### config.mk
export PLATFORM = sky130hd
export DESIGN_NAME = unified_mem_arbiter
export DESIGN_NICKNAME = d
export VERILOG_FILES = /design/src/rtl/unified_mem_arbiter.sv
export SDC_FILE = /design/constraint.sdc
export NUM_CORES = 1
export LEC_CHECK = 0
export ABC_AREA = 0
export CELL_PAD_IN_SITES_DETAIL_PLACEMENT = 1
export CELL_PAD_IN_SITES_GLOBAL_PLACEMENT = 1
export CORE_MARGIN = 2
export CORE_UTILIZATION = 48
export CTS_CLUSTER_SIZE = 10
export DETAILED_ROUTE_END_ITERATION = 7
export DONT_BUFFER_PORTS = 1
export PLACE_DENSITY_LB_ADDON = 0.1
export SETUP_SLACK_MARGIN = 0.3
export SYNTH_ARGS = -nofsm -noshare
export SYNTH_HDL_FRONTEND = slang
export SYNTH_SLANG_ARGS = --single-unit
### constraint.sdc
create_clock -name clk -period 5.3 [get_ports clk]
set_clock_uncertainty 0.1 [all_clocks]
set_input_delay 0.53 -clock clk [delete_from_list [all_inputs] [get_ports clk]]
set_output_delay 0.53 -clock clk [all_outputs]
set_load 0.01 [all_outputs]
### src/rtl/unified_mem_arbiter.sv
// Arbitrates one single-port unified RAM between instruction fetch and the data port.
// Data wins by default; a starvation counter forces an IF grant after STARVE_MAX data wins.
module unified_mem_arbiter #(
    parameter int unsigned STARVE_MAX = 4
) (
    input  logic        clk,
    input  logic        rst,
    input  logic        if_req,
    input  logic [31:0] if_addr,
    output logic [31:0] if_rdata,
    output logic        if_ready,
    input  logic        mem_rd,
    input  logic        mem_wr,
    input  logic [31:0] mem_addr,
    input  logic [31:0] mem_wdata,
    output logic [31:0] mem_rdata,
    output logic        mem_ready,
    output logic        ram_en,
    output logic        ram_we,
    output logic [31:0] ram_addr,
    output logic [31:0] ram_wdata,
    input  logic [31:0] ram_rdata,
    input  logic        ram_ack
);

    typedef enum logic [1:0] {IDLE, BUSY_IF, BUSY_MEM, DONE} state_t;

    localparam logic [3:0] SMAX = 4'(STARVE_MAX);

    state_t      state_q, state_d;
    logic        owner_q, owner_d;
    logic [3:0]  starve_q, starve_d;
    logic        ram_en_q, ram_en_d;
    logic        ram_we_q, ram_we_d;
    logic [31:0] ram_addr_q, ram_addr_d;
    logic [31:0] ram_wdata_q, ram_wdata_d;
    logic [31:0] if_rdata_q, if_rdata_d;
    logic [31:0] mem_rdata_q, mem_rdata_d;
    logic        if_ready_q, if_ready_d;
    logic        mem_ready_q, mem_ready_d;

    logic dreq, starved;

    assign dreq    = mem_rd | mem_wr;
    assign starved = if_req && (starve_q == SMAX);

    always_comb begin
        state_d     = state_q;
        owner_d     = owner_q;
        starve_d    = starve_q;
        ram_en_d    = ram_en_q;
        ram_we_d    = ram_we_q;
        ram_addr_d  = ram_addr_q;
        ram_wdata_d = ram_wdata_q;
        if_rdata_d  = if_rdata_q;
        mem_rdata_d = mem_rdata_q;
        if_ready_d  = 1'b0;
        mem_ready_d = 1'b0;
        case (state_q)
            IDLE: begin
                if (dreq && !starved) begin
                    state_d     = BUSY_MEM;
                    owner_d     = 1'b1;
                    ram_en_d    = 1'b1;
                    ram_addr_d  = mem_addr;
                    ram_wdata_d = mem_wdata;
                    // rd+wr together is treated as a store
                    ram_we_d    = mem_wr;
                    if (!if_req)
                        starve_d = 4'd0;
                    else if (starve_q != SMAX)
                        starve_d = starve_q + 4'd1;
                end else if (if_req) begin
                    state_d    = BUSY_IF;
                    owner_d    = 1'b0;
                    ram_en_d   = 1'b1;
                    ram_addr_d = if_addr;
                    ram_we_d   = 1'b0;
                    starve_d   = 4'd0;
                end
            end
            BUSY_IF, BUSY_MEM: begin
                if (ram_ack) begin
                    state_d  = DONE;
                    ram_en_d = 1'b0;
                    ram_we_d = 1'b0;
                    if (owner_q) begin
                        mem_ready_d = 1'b1;
                        if (!ram_we_q)
                            mem_rdata_d = ram_rdata;
                    end else begin
                        if_ready_d = 1'b1;
                        if_rdata_d = ram_rdata;
                    end
                end
            end
            // one dead cycle so a request still held during its ready pulse is not re-granted
            DONE:    state_d = IDLE;
            default: state_d = IDLE;
        endcase
    end

    always_ff @(posedge clk or posedge rst) begin
        if (rst) begin
            state_q     <= IDLE;
            owner_q     <= 1'b0;
            starve_q    <= 4'd0;
            ram_en_q    <= 1'b0;
            ram_we_q    <= 1'b0;
            ram_addr_q  <= 32'd0;
            ram_wdata_q <= 32'd0;
            if_rdata_q  <= 32'd0;
            mem_rdata_q <= 32'd0;
            if_ready_q  <= 1'b0;
            mem_ready_q <= 1'b0;
        end else begin
            state_q     <= state_d;
            owner_q     <= owner_d;
            starve_q    <= starve_d;
            ram_en_q    <= ram_en_d;
            ram_we_q    <= ram_we_d;
            ram_addr_q  <= ram_addr_d;
            ram_wdata_q <= ram_wdata_d;
            if_rdata_q  <= if_rdata_d;
            mem_rdata_q <= mem_rdata_d;
            if_ready_q  <= if_ready_d;
            mem_ready_q <= mem_ready_d;
        end
    end

    assign ram_en    = ram_en_q;
    assign ram_we    = ram_we_q;
    assign ram_addr  = ram_addr_q;
    assign ram_wdata = ram_wdata_q;
    assign if_rdata  = if_rdata_q;
    assign mem_rdata = mem_rdata_q;
    assign if_ready  = if_ready_q;
    assign mem_ready = mem_ready_q;

endmodule

==> summary by stage <==
Finish
The antenna diode instance count is 0. Once layout is complete, the utilization of the core stands at 0.554. The finished layout holds about 600 standard cells, fillers aside.

Of the cells placed in the final design, the portion with a size suffix greater than 1 is 0.310. The synthesis-to-layout area growth is 11.9%. At the end of the flow, the number of nets in the layout was 573.

Floorplanning
The chip height is ~110 um. 266 I/O pins were placed. Row generation in the floorplan step produced 39 rows. The initial utilization of the core area, before any placement, comes to 0.496.

The core region is approximately 0.012 mm^2. The area enclosed by the die boundary is between 0.01 and 0.015 mm^2. The x dimension of the die is approximately 110 um.

Route
Summed over all nets, wire length on met3 after detailed routing comes to roughly 1300 um. Summed over all layers, the routed wires come to roughly 14000 um. Before antenna repair, the detailed router went through 6 iterations. The highest metal layer with signal wires is met4. After detailed routing, the number of vias per cell comes to 6.08.

The per-cell routed wire length is roughly 23 um. The total routed wire length on the met1 layer is about 4800 um. The number of DRC markers after the initial detailed-route iteration is between 150 and 200. The remaining antenna violation count is 0.

After detailed routing, the met2 layer carries 7060 um of wire. Detailed routing inserted a total of about 3600 vias. After detailed routing, the number of remaining DRC violations is 17.

STA
The relative slew slack is 0.195. The transition time of the tightest slew-check pin is between 1 and 1.5 ns. The final total negative setup slack is 0 ns. The time the final worst path needs with I/O delays and setup is ~2.4 ns. For this run, the top clock speed supported by timing is 414 MHz. The final hold violation count came to 0. The number of slew-limit violations in the final report is 0. Setup repair after global routing left no endpoint under its margin. The portion of the clock cycle consumed by the worst path in the final layout is 0.456. Setup violations remaining at the end of the flow were counted as 0.

CTS
In this run the post-CTS setup repair buffer count came out at 0. The clock net sink count is ~140. The TritonCTS clock tree is yes.

The total number of H-tree levels is 4. For this design, the CTS-stage hold fixing added 0 buffers. The worst-case clock buffer depth is 2. TritonCTS created 17 clock buffers. After clock tree synthesis, the clock-pin slew on the worst setup and hold paths is around 0.060 ns. In this run, post-CTS repair resized a total of 0 instances. Clock tree synthesis selected as its root buffer the cell sky130_fd_sc_hd__clkbuf_16. For the worst-skew pair, the clock arrives at the later sink with an insertion delay of roughly 0.4 ns.

Yosys
The count of cell types in the netlist is 35. The prevailing post-synth register cell is sky130_fd_sc_hd__dfrtp_1. Of the post-synthesis cell area, the dominant cell type holds 0.610.

The share of flip-flops with an asynchronous set or reset is 1.00. The library cell with the highest instance count after synthesis is sky130_fd_sc_hd__dfrtp_1. In this run the cell area of the synthesized design comes to about 0.0057 mm^2. The sequential area share after synthesis is 0.610.

The Yosys step of the flow raised 0 warnings. Dividing the synthesized area by the synthesized cell count gives ~13 um^2. Synthesis produced roughly 440 cells. Counting instances in the post-synthesis netlist gives the leading cell types as sky130_fd_sc_hd__dfrtp_1, sky130_fd_sc_hd__mux2_2, sky130_fd_sc_hd__nor2_1. The library cell with the largest summed area after synthesis is sky130_fd_sc_hd__dfrtp_1. Sorting the synthesized cells by area gives the leading types as sky130_fd_sc_hd__dfrtp_1, sky130_fd_sc_hd__mux2_2, sky130_fd_sc_hd__a31oi_1, sky130_fd_sc_hd__a21oi_1, sky130_fd_sc_hd__o21ai_0. The net count after synthesis is 579. In this run, synthesis produced a sequential element count of 139.

Yosys mapped a number of flops with a built-in enable equal to 0.

Outcome
The checks that failed: design-rule violations. The flow ran to the end, but the final reports show violations.

Placement
The detailed-placement wirelength estimate is roughly 9600 um. The number of placed instances with taps included is about 560. The number of port buffers is 0. At the end of routability-driven placement, the weighted congestion stood at roughly 0.74.

Power
The switching power total is approximately 1600 uW. The leakage power is about 0.0027 uW. The share of total power dissipated in the clock network is 0.257. Of the total power, combinational logic draws 0.252. Of the total power, the share spent switching nets is 0.351.

The total power consumption of the routed design is ~4600 uW. The internal power consumption is 2970 uW. Of the total power, registers draw 0.491. Dividing total power by cell area gives a power density of about 700 mW/mm^2. IR analysis of the VDD net gives a maximum drop of 0.237 mV.

Worst setup path
The biggest fanout along the worst timing path is 27. The most repeated library cell on the critical path is sky130_fd_sc_hd__inv_1. The critical path goes through inv_1, ha_1, inv_1, nor3_4, buf_4, mux2_2. The arrival time reported for the critical path endpoint is ~2.6 ns. The capturing element type of the critical path is a register. The type of element launching the critical path is a register. On the critical path, the stage with the largest delay is an instance of sky130_fd_sc_hd__nor3_4. The number of buffer and inverter stages on the critical path is 3.

The category of cells accounting for the largest share of critical-path delay is buffers and inverters. The critical path in this run is classified as register to register. The largest single stage delay on the critical path is 0.46 ns. For the worst setup path, the data required time is 5.49 ns.

Run
Across the run, the number of max-cap violations was 0.

Global route
The pin count of the biggest net entering global routing is slightly above 80. Global routing finished with a remaining overflow of 0. The number of antenna violations at the first check in global routing is 0.

The first-pass GRT wire length is about 21000 um. The number of global-route vias before repair was roughly 3800. For this run, the total global-route usage over all layers was measured as 0.214.

Min path
The path class of the tightest hold or removal check is input port to async pin.
layout make-up:
type | count | area [um^2]
Fill cell | 1131 | 5130
Clock inverter | 13 | 150
Inverter | 9 | 38.8
Sequential cell | 139 | 3480
Multi-Input combinational cell | 260 | 2040
Timing Repair Buffer | 8 | 60.1
Tap cell | 143 | 179
Clock buffer | 19 | 443
layer usage:
metal | track usage | up-vias
met1 | 0.233 | 1823
met2 | 0.363 | 172
met4 | 0.0976 | 0
met3 | 0.0889 | 29
met5 | 0 | -
li1 | - | 1567
cells by family (layout without fill, tap and decap cells):
logic type,count (synthesis),in the layout,synth area share
buffers and inverters,42,49,0.0357
AO/OA/AOI/OAI,112,112,0.114
AND/OR/NAND/NOR,44,44,0.0353
XOR/XNOR,2,2,0.00307
adder cells (fa/ha/maj),4,4,0.00877
flip-flops,139,139,0.610
multiplexers,98,98,0.193
cell usage in the layout, fill, tap and decap left out, types with 2 or more instances in the layout:
master,Yosys,layout
sky130_fd_sc_hd__o22ai_1,2,2
sky130_fd_sc_hd__clkinv_2,0,7
sky130_fd_sc_hd__clkbuf_16,0,17
sky130_fd_sc_hd__a31oi_1,32,32
sky130_fd_sc_hd__inv_1,9,8
sky130_fd_sc_hd__clkinv_4,0,2
sky130_fd_sc_hd__ha_1,4,4
sky130_fd_sc_hd__mux2_2,94,94
sky130_fd_sc_hd__nor2_1,34,33
sky130_fd_sc_hd__o2bb2ai_1,2,2
sky130_fd_sc_hd__bufinv_16,0,3
sky130_fd_sc_hd__a21oi_1,33,33
sky130_fd_sc_hd__buf_4,0,8
sky130_fd_sc_hd__dfrtp_1,139,139
sky130_fd_sc_hd__o21ai_0,33,33
sky130_fd_sc_hd__a32o_1,3,3
sky130_fd_sc_hd__mux2_1,3,3
state kept, by name, indices dropped and copies added (netlist names):
register and flops:
if_rdata 32, mem_rdata 32, ram_addr 32, ram_wdata 32, starve_q 4, state_q 2
if_ready 1, mem_ready 1, owner_q 1, ram_en 1, ram_we 1
per-stage QoR:
stage / setup slack [ns] / hold WS, ns / area (um^2)
finish: 2.88 / 0.00627 / 6380
CTS: 2.84 / 0.0301 / 6380
global placement: 2.77 / 0.384 / 5790
global route: 2.69 / 0.0301 / 6380
detailed placement: 2.71 / 0.400 / 5790
floorplan: 0.945 / 0.356 / 5710
power groups by stage:
stage | clock [uW] | sequential, uW | combinational, uW
6_report | 1180 | 2250 | 1150
5_1_grt | 1250 | 2310 | 1290
4_1_cts | 1200 | 2260 | 1170
3_5_place_dp | 0 | 2270 | 1170
3_3_place_gp | 0 | 2260 | 1110
2_1_floorplan | 0 | 2110 | 999
final timing paths:
kind	start	to	slack (ns)	cells after the start
setup reg to reg	state_q[1]$_DFFE_PP0P_	ram_wdata[22]$_DFFE_PP0P_	2.88	6
hold reg to reg	owner_q$_DFFE_PP0P_	owner_q$_DFFE_PP0P_	0.41	1
max in group asynchronous	rst	mem_rdata[9]$_DFFE_PP0P_	3.88	2
setup / recovery	state_q[1]$_DFFE_PP0P_	ram_wdata[22]$_DFFE_PP0P_	2.88	6
hold / removal	rst	ram_wdata[30]$_DFFE_PP0P_	0.006	1
min in group clk	mem_wdata[2]	ram_wdata[2]$_DFFE_PP0P_	0.15	1
No activity file was read; power rests on OpenSTA's default activity.
==> edit 1: new RTL, same flow settings <==
Encoding of `state_t`: now one-hot (4 bits for 4 states).
--- a/src/rtl/unified_mem_arbiter.sv
+++ b/src/rtl/unified_mem_arbiter.sv
@@ -23,7 +23,7 @@
     input  logic        ram_ack
 );
 
-    typedef enum logic [1:0] {IDLE, BUSY_IF, BUSY_MEM, DONE} state_t;
+    typedef enum logic [3:0] {IDLE = 4'b0001, BUSY_IF = 4'b0010, BUSY_MEM = 4'b0100, DONE = 4'b1000} state_t;
 
     localparam logic [3:0] SMAX = 4'(STARVE_MAX);
 
Formal check against the unedited RTL: no difference found for any inputs over 4 cycles, from zero or initial values and one cycle with rst high; so few cycles prove little.
==> edit 1 against the unedited design <==
  * Routed wire length rose by 9.7%
  * Power grew 6.5%
  * Synthesized area is 4.2% higher
  * Hold slack better by 0.029 ns
  * Clock power grew 14%
  * Worst setup slack got worse by 0.24 ns
  * Sequential cell count rose by 2
  * Final area grew 5.2%
  * Non-clock buffer count decreased by 1
  * Critical path type unchanged
  * Highest routed layer unchanged
==> edit 1: results (changes against the unedited design) <==
- Via count: 3605 (was 3591)
- Syn Area/Cell: 14.3 sq um (was 12.9 sq um)
- Distinct cell type count after synthesis: 36 (was 35)
- Routability congestion estimate: 0.751 (was 0.744)
- RR Endpoint: ram_wdata[17] (was ram_wdata[22])
- GRT Total Usage: 0.219 (was 0.214)
- Placed cells: 556 (was 559)
- Share of cells above drive strength 1: 0.348 (was 0.310)
- Non-filler cells, final: 588 (was 591)
- Detailed Place HPWL: 9.95 mm (was 9.56 mm)
- I/O Buffers: 0 (unchanged)
- Number of global-route vias before repair: 3915 (was 3799)
- First-pass GRT wire length: 22.1 mm (was 20.9 mm)
- R2R Path Start: state_q[0] (was state_q[1])
- Slowest cell on crit path: nand3_2 (was nor3_4)
- Mapped Nets: 551 (was 579)
- CP Max Fanout: 37 (was 27)
- Synth top area cells: dfrtp_1 (59%), mux2_2 (12%), mux2_4 (7.6%) (was dfrtp_1 (61%), mux2_2 (19%), a31oi_1 (3.5%))
- Worst path arrival time: 2.85 ns (was 2.61 ns)
- Slew at the pin with the worst max-slew slack: 1.21 ns (about the same)
- List of most frequent post-synthesis cells: dfrtp_1 (140), mux2_2 (66), o21ai_0 (39) (was dfrtp_1 (139), mux2_2 (94), nor2_1 (34))
- Wirelength per Cell: 25.3 microns (was 23.0 microns)
- P_leak: 2.90 nW (was 2.70 nW)
- IR drop worst, VDD: 0.359 mV (was 0.237 mV)
- Post-synthesis sequential area ratio: 0.594 (was 0.610)
- TritonRoute pass-1 iters: 4 (was 6)
- Status: complete, no violations (was finished, violations left)
- Largest net degree at the start of global routing: 91 (was 81)
- CTS buffer count: 17 (unchanged)
- Drt first-iter violations: 233 (was 162)
- R2r worst-path depth: 3 (was 6)
- R2R setup slack: 2.64 ns (was 2.88 ns)
- Initial antenna violation count: 0 (unchanged)
[edit 1: cell type report]
class	count	area (sq um)
Fill cell	1111	5350
Sequential cell	141	3530
Multi-Input combinational cell	234	2220
Clock buffer	18	439
Clock inverter	14	236
Tap cell	168	210
Timing Repair Buffer	7	52.6
Inverter	6	27.5
[edit 1: how the worst max path moves through the flow]
stage               start            end
6_report       state_q[0]  ram_wdata[17]
2_1_floorplan         rst    if_rdata[0]
4_1_cts        state_q[0]   ram_wdata[1]
3_5_place_dp       mem_rd  ram_wdata[28]
3_3_place_gp       mem_rd   ram_wdata[6]
5_1_grt        state_q[0]   ram_wdata[5]
[edit 1: metal layers]
layer | wire length, microns | track usage | part of all wire
met3 | 1590 | 0.109 | 0.11
met4 | 216 | 0.0643 | 0.014
met5 | 0 | 0 | 0
met2 | 7440 | 0.366 | 0.50
met1 | 5660 | 0.248 | 0.38
[edit 1: cell families (layout without fill, tap and decap cells)]
logic type,count (synthesis),in the layout,share of synthesized area
DFF,141,141,0.594
AOI/OAI and AO/OA,109,109,0.135
muxes,96,96,0.201
buffers and inverters,40,45,0.0366
and+or+nand+nor,26,26,0.0286
adders and majority gates,2,2,0.00421
xor gates and xnor gates,1,1,0.00147
[edit 1: worst max-delay path, delay by kind of cell, from the launching register on]
| family | cells | cell delay [ns] |
|---|---|---|
| and+or+nand+nor | 2 | 1.31 |
| muxes | 1 | 0.58 |
| DFF | 1 | 0.55 |
[edit 1: metrics by stage]
stage	hold slack, ns	setup slack, ns	instance area (sq um)
6_report	0.0351	2.64	6710
3_5_place_dp	0.466	2.54	6040
3_3_place_gp	0.465	2.59	6040
5_1_grt	0.0752	2.44	6710
2_1_floorplan	0.404	0.890	5950
4_1_cts	0.0544	2.60	6710
[edit 1: power by group]
| part | switching (W) | total, W | internal [W] |
|---|---|---|---|
| clock | 0.000457 | 0.00135 | 0.000897 |
| combinational | 0.000525 | 0.00124 | 0.000719 |
| sequential | 0.000662 | 0.00228 | 0.00161 |
==> edit 2: new RTL, config.mk and constraints unchanged <==
Made on the original files. Take the reset off `ram_addr_q` and load it in a clocked block of its own.
--- a/src/rtl/unified_mem_arbiter.sv
+++ b/src/rtl/unified_mem_arbiter.sv
@@ -107,7 +107,6 @@
             starve_q    <= 4'd0;
             ram_en_q    <= 1'b0;
             ram_we_q    <= 1'b0;
-            ram_addr_q  <= 32'd0;
             ram_wdata_q <= 32'd0;
             if_rdata_q  <= 32'd0;
             mem_rdata_q <= 32'd0;
@@ -119,13 +118,16 @@
             starve_q    <= starve_d;
             ram_en_q    <= ram_en_d;
             ram_we_q    <= ram_we_d;
-            ram_addr_q  <= ram_addr_d;
             ram_wdata_q <= ram_wdata_d;
             if_rdata_q  <= if_rdata_d;
             mem_rdata_q <= mem_rdata_d;
             if_ready_q  <= if_ready_d;
             mem_ready_q <= mem_ready_d;
         end
+    end
+
+    always_ff @(posedge clk) begin
+        ram_addr_q <= ram_addr_d;
     end
 
     assign ram_en    = ram_en_q;
Function: changed (a bounded check fails within 4 cycles, from zero or initial values and one cycle with rst high).
==> edit 2 against the unedited design <==
  * The run still ends with design-rule violations left
  * Power down 4.3%
  * Worst setup slack better by 0.041 ns
  * Routed wire length down 17%
  * Synthesized area up 0.35%
  * Core utilization down 0.56 points
  * Sequential power down 2%
  * Sequential cell count unchanged
  * Final area down 1.0%
  * Critical endpoint is now if_rdata[29]
  * Largest power group unchanged
==> edit 2: results (changes against the unedited design) <==
- Status: finished, violations left (unchanged)
- Violated checks: design-rule violations (unchanged)
- Share of cells above drive strength 1: 0.436 (was 0.310)
- IR drop worst, VDD: 0.353 mV (was 0.237 mV)
- # DRC: 15 (was 17)
- Register Area: 3640 sq um (was 3480 sq um)
- Pint: 0.00299 W (was 0.00297 W)
- Compound-gate portion of the synthesized area: 0.0131 (was 0.114)
- Final Cell Area: 6320 sq um (was 6380 sq um)
- Asr flop ratio synth: 0.770 (was 1.00)
- P_leak: 2.74 nW (was 2.70 nW)
- Non-filler cells, final: 494 (was 591)
- Post-CTS sizing: 0 (unchanged)
- Largest net degree at the start of global routing: 60 (was 81)
- First-pass GRT wire length: 17.3 mm (was 20.9 mm)
- Largest delay share family, worst path: simple AND/OR/NAND/NOR gates (was buffers and inverters)
- Slowest cell on crit path: or2_2 (was nor3_4)
- Xor/xnor share of the synthesized area: 0 (was 0.00307)
- Synth top area cells: dfrtp_1 (47%), mux2_2 (17%), edfxtp_1 (17%) (was dfrtp_1 (61%), mux2_2 (19%), a31oi_1 (3.5%))
- CTS buffer count: 17 (unchanged)
- Detailed Place HPWL: 8.01 mm (was 9.56 mm)
- Comb_multi_in: 170 (was 260)
- Number of global-route vias before repair: 3075 (was 3799)
- Max clock buf depth: 2 (unchanged)
- Mapped Nets: 472 (was 579)
- Non-clock buffer count: 2 (was 8)
- Final nets: 477 (was 573)
- Routed wire length: 11.3 mm (was 13.6 mm)
- Distinct cell type count after synthesis: 29 (was 35)
- Signal buffers share of area: 0.00238 (was 0.00941)
- Cells after Synth: 334 (was 441)
- Clock network area share: 0.0911 (was 0.0929)
- Yosys warnings: 0 (unchanged)
- Post-synth EDFFs: 32 (was 0)
- Drt first-iter violations: 152 (was 162)
- Worst path arrival time: 2.57 ns (was 2.61 ns)
- GRT Total Usage: 0.180 (was 0.214)
- Clock buf count: 25 (was 19)
- List of most frequent post-synthesis cells: dfrtp_1 (107), mux2_2 (87), edfxtp_1 (32) (was dfrtp_1 (139), mux2_2 (94), nor2_1 (34))
- Number of fill cells in the layout: 1048 (was 1131)
- Slowest Stage Delay on Critical Path: 0.83 ns (was 0.46 ns)
- CP Max Fanout: 33 (was 27)
- Slew at the pin with the worst max-slew slack: 1.09 ns (was 1.21 ns)
- Routability congestion estimate: 0.756 (was 0.744)
- Post-synthesis sequential area ratio: 0.635 (was 0.610)
- Placed cells: 463 (was 559)
- Placement-stage worst setup slack: 2.90 ns (was 2.71 ns)
- Dpl cell area: 5740 sq um (was 5790 sq um)
- Non-clk invs: 9 (unchanged)
- Mux cell area share after synthesis: 0.278 (was 0.193)
- Synth Area in Adders: 0.00874 (was 0.00877)
- TritonRoute pass-1 iters: 7 (was 6)
- Via count: 2802 (was 3591)
- Footprint of the multi-input gates: 1880 sq um (was 2040 sq um)
- Syn Area/Cell: 17.1 sq um (was 12.9 sq um)
==> edit 2: cell types whose count changed after synthesis, sizes merged, moves of 3 or more <==
| cell | before | now |
|---|---|---|
| a21oi | 33 | 1 |
| a31oi | 32 | 3 |
| a32o | 3 | 0 |
| buf | 12 | 15 |
| clkbuf | 21 | 1 |
| dfrtp | 139 | 107 |
| edfxtp | 0 | 32 |
| mux2 | 97 | 129 |
| nand2 | 1 | 9 |
| nor2 | 34 | 1 |
| nor2b | 0 | 3 |
| o21ai | 33 | 0 |
==> edit 2: power groups by stage <==
stage / logic, W / registers [W] / clock network [W]
floorplan: 0.00101 / 0.00208 / 0
global placement: 0.00102 / 0.00222 / 0
detailed placement: 0.00108 / 0.00222 / 0
CTS: 0.00108 / 0.00221 / 0.00116
global route: 0.00117 / 0.00226 / 0.00121
finish: 0.00106 / 0.00220 / 0.00113
==> edit 2: routing by layer <==
layer / GRT usage / wire length [microns] / part of all wire / vias to the layer above
met4: 0.0886 / 268 / 0.024 / 0
met2: 0.280 / 5570 / 0.49 / 158
met5: 0 / 0 / 0 / -
li1: - / - / - / 1215
met3: 0.0986 / 1450 / 0.13 / 20
met1: 0.201 / 4000 / 0.35 / 1409
==> edit 2: final timing paths <==
check	startpoint	endpoint	slack (ns)	cells past startpoint
worst max-delay path	state_q[0]	if_rdata[29]	2.92	5
worst min-delay path	rst	ram_wdata[15]	0.01	1
worst max register to register	state_q[0]	if_rdata[29]	2.92	5
worst min register to register	owner_q	owner_q	0.42	2
max in group asynchronous	rst	mem_rdata[23]	4.00	2
min in group clk	ram_rdata[22]	mem_rdata[22]	0.15	1
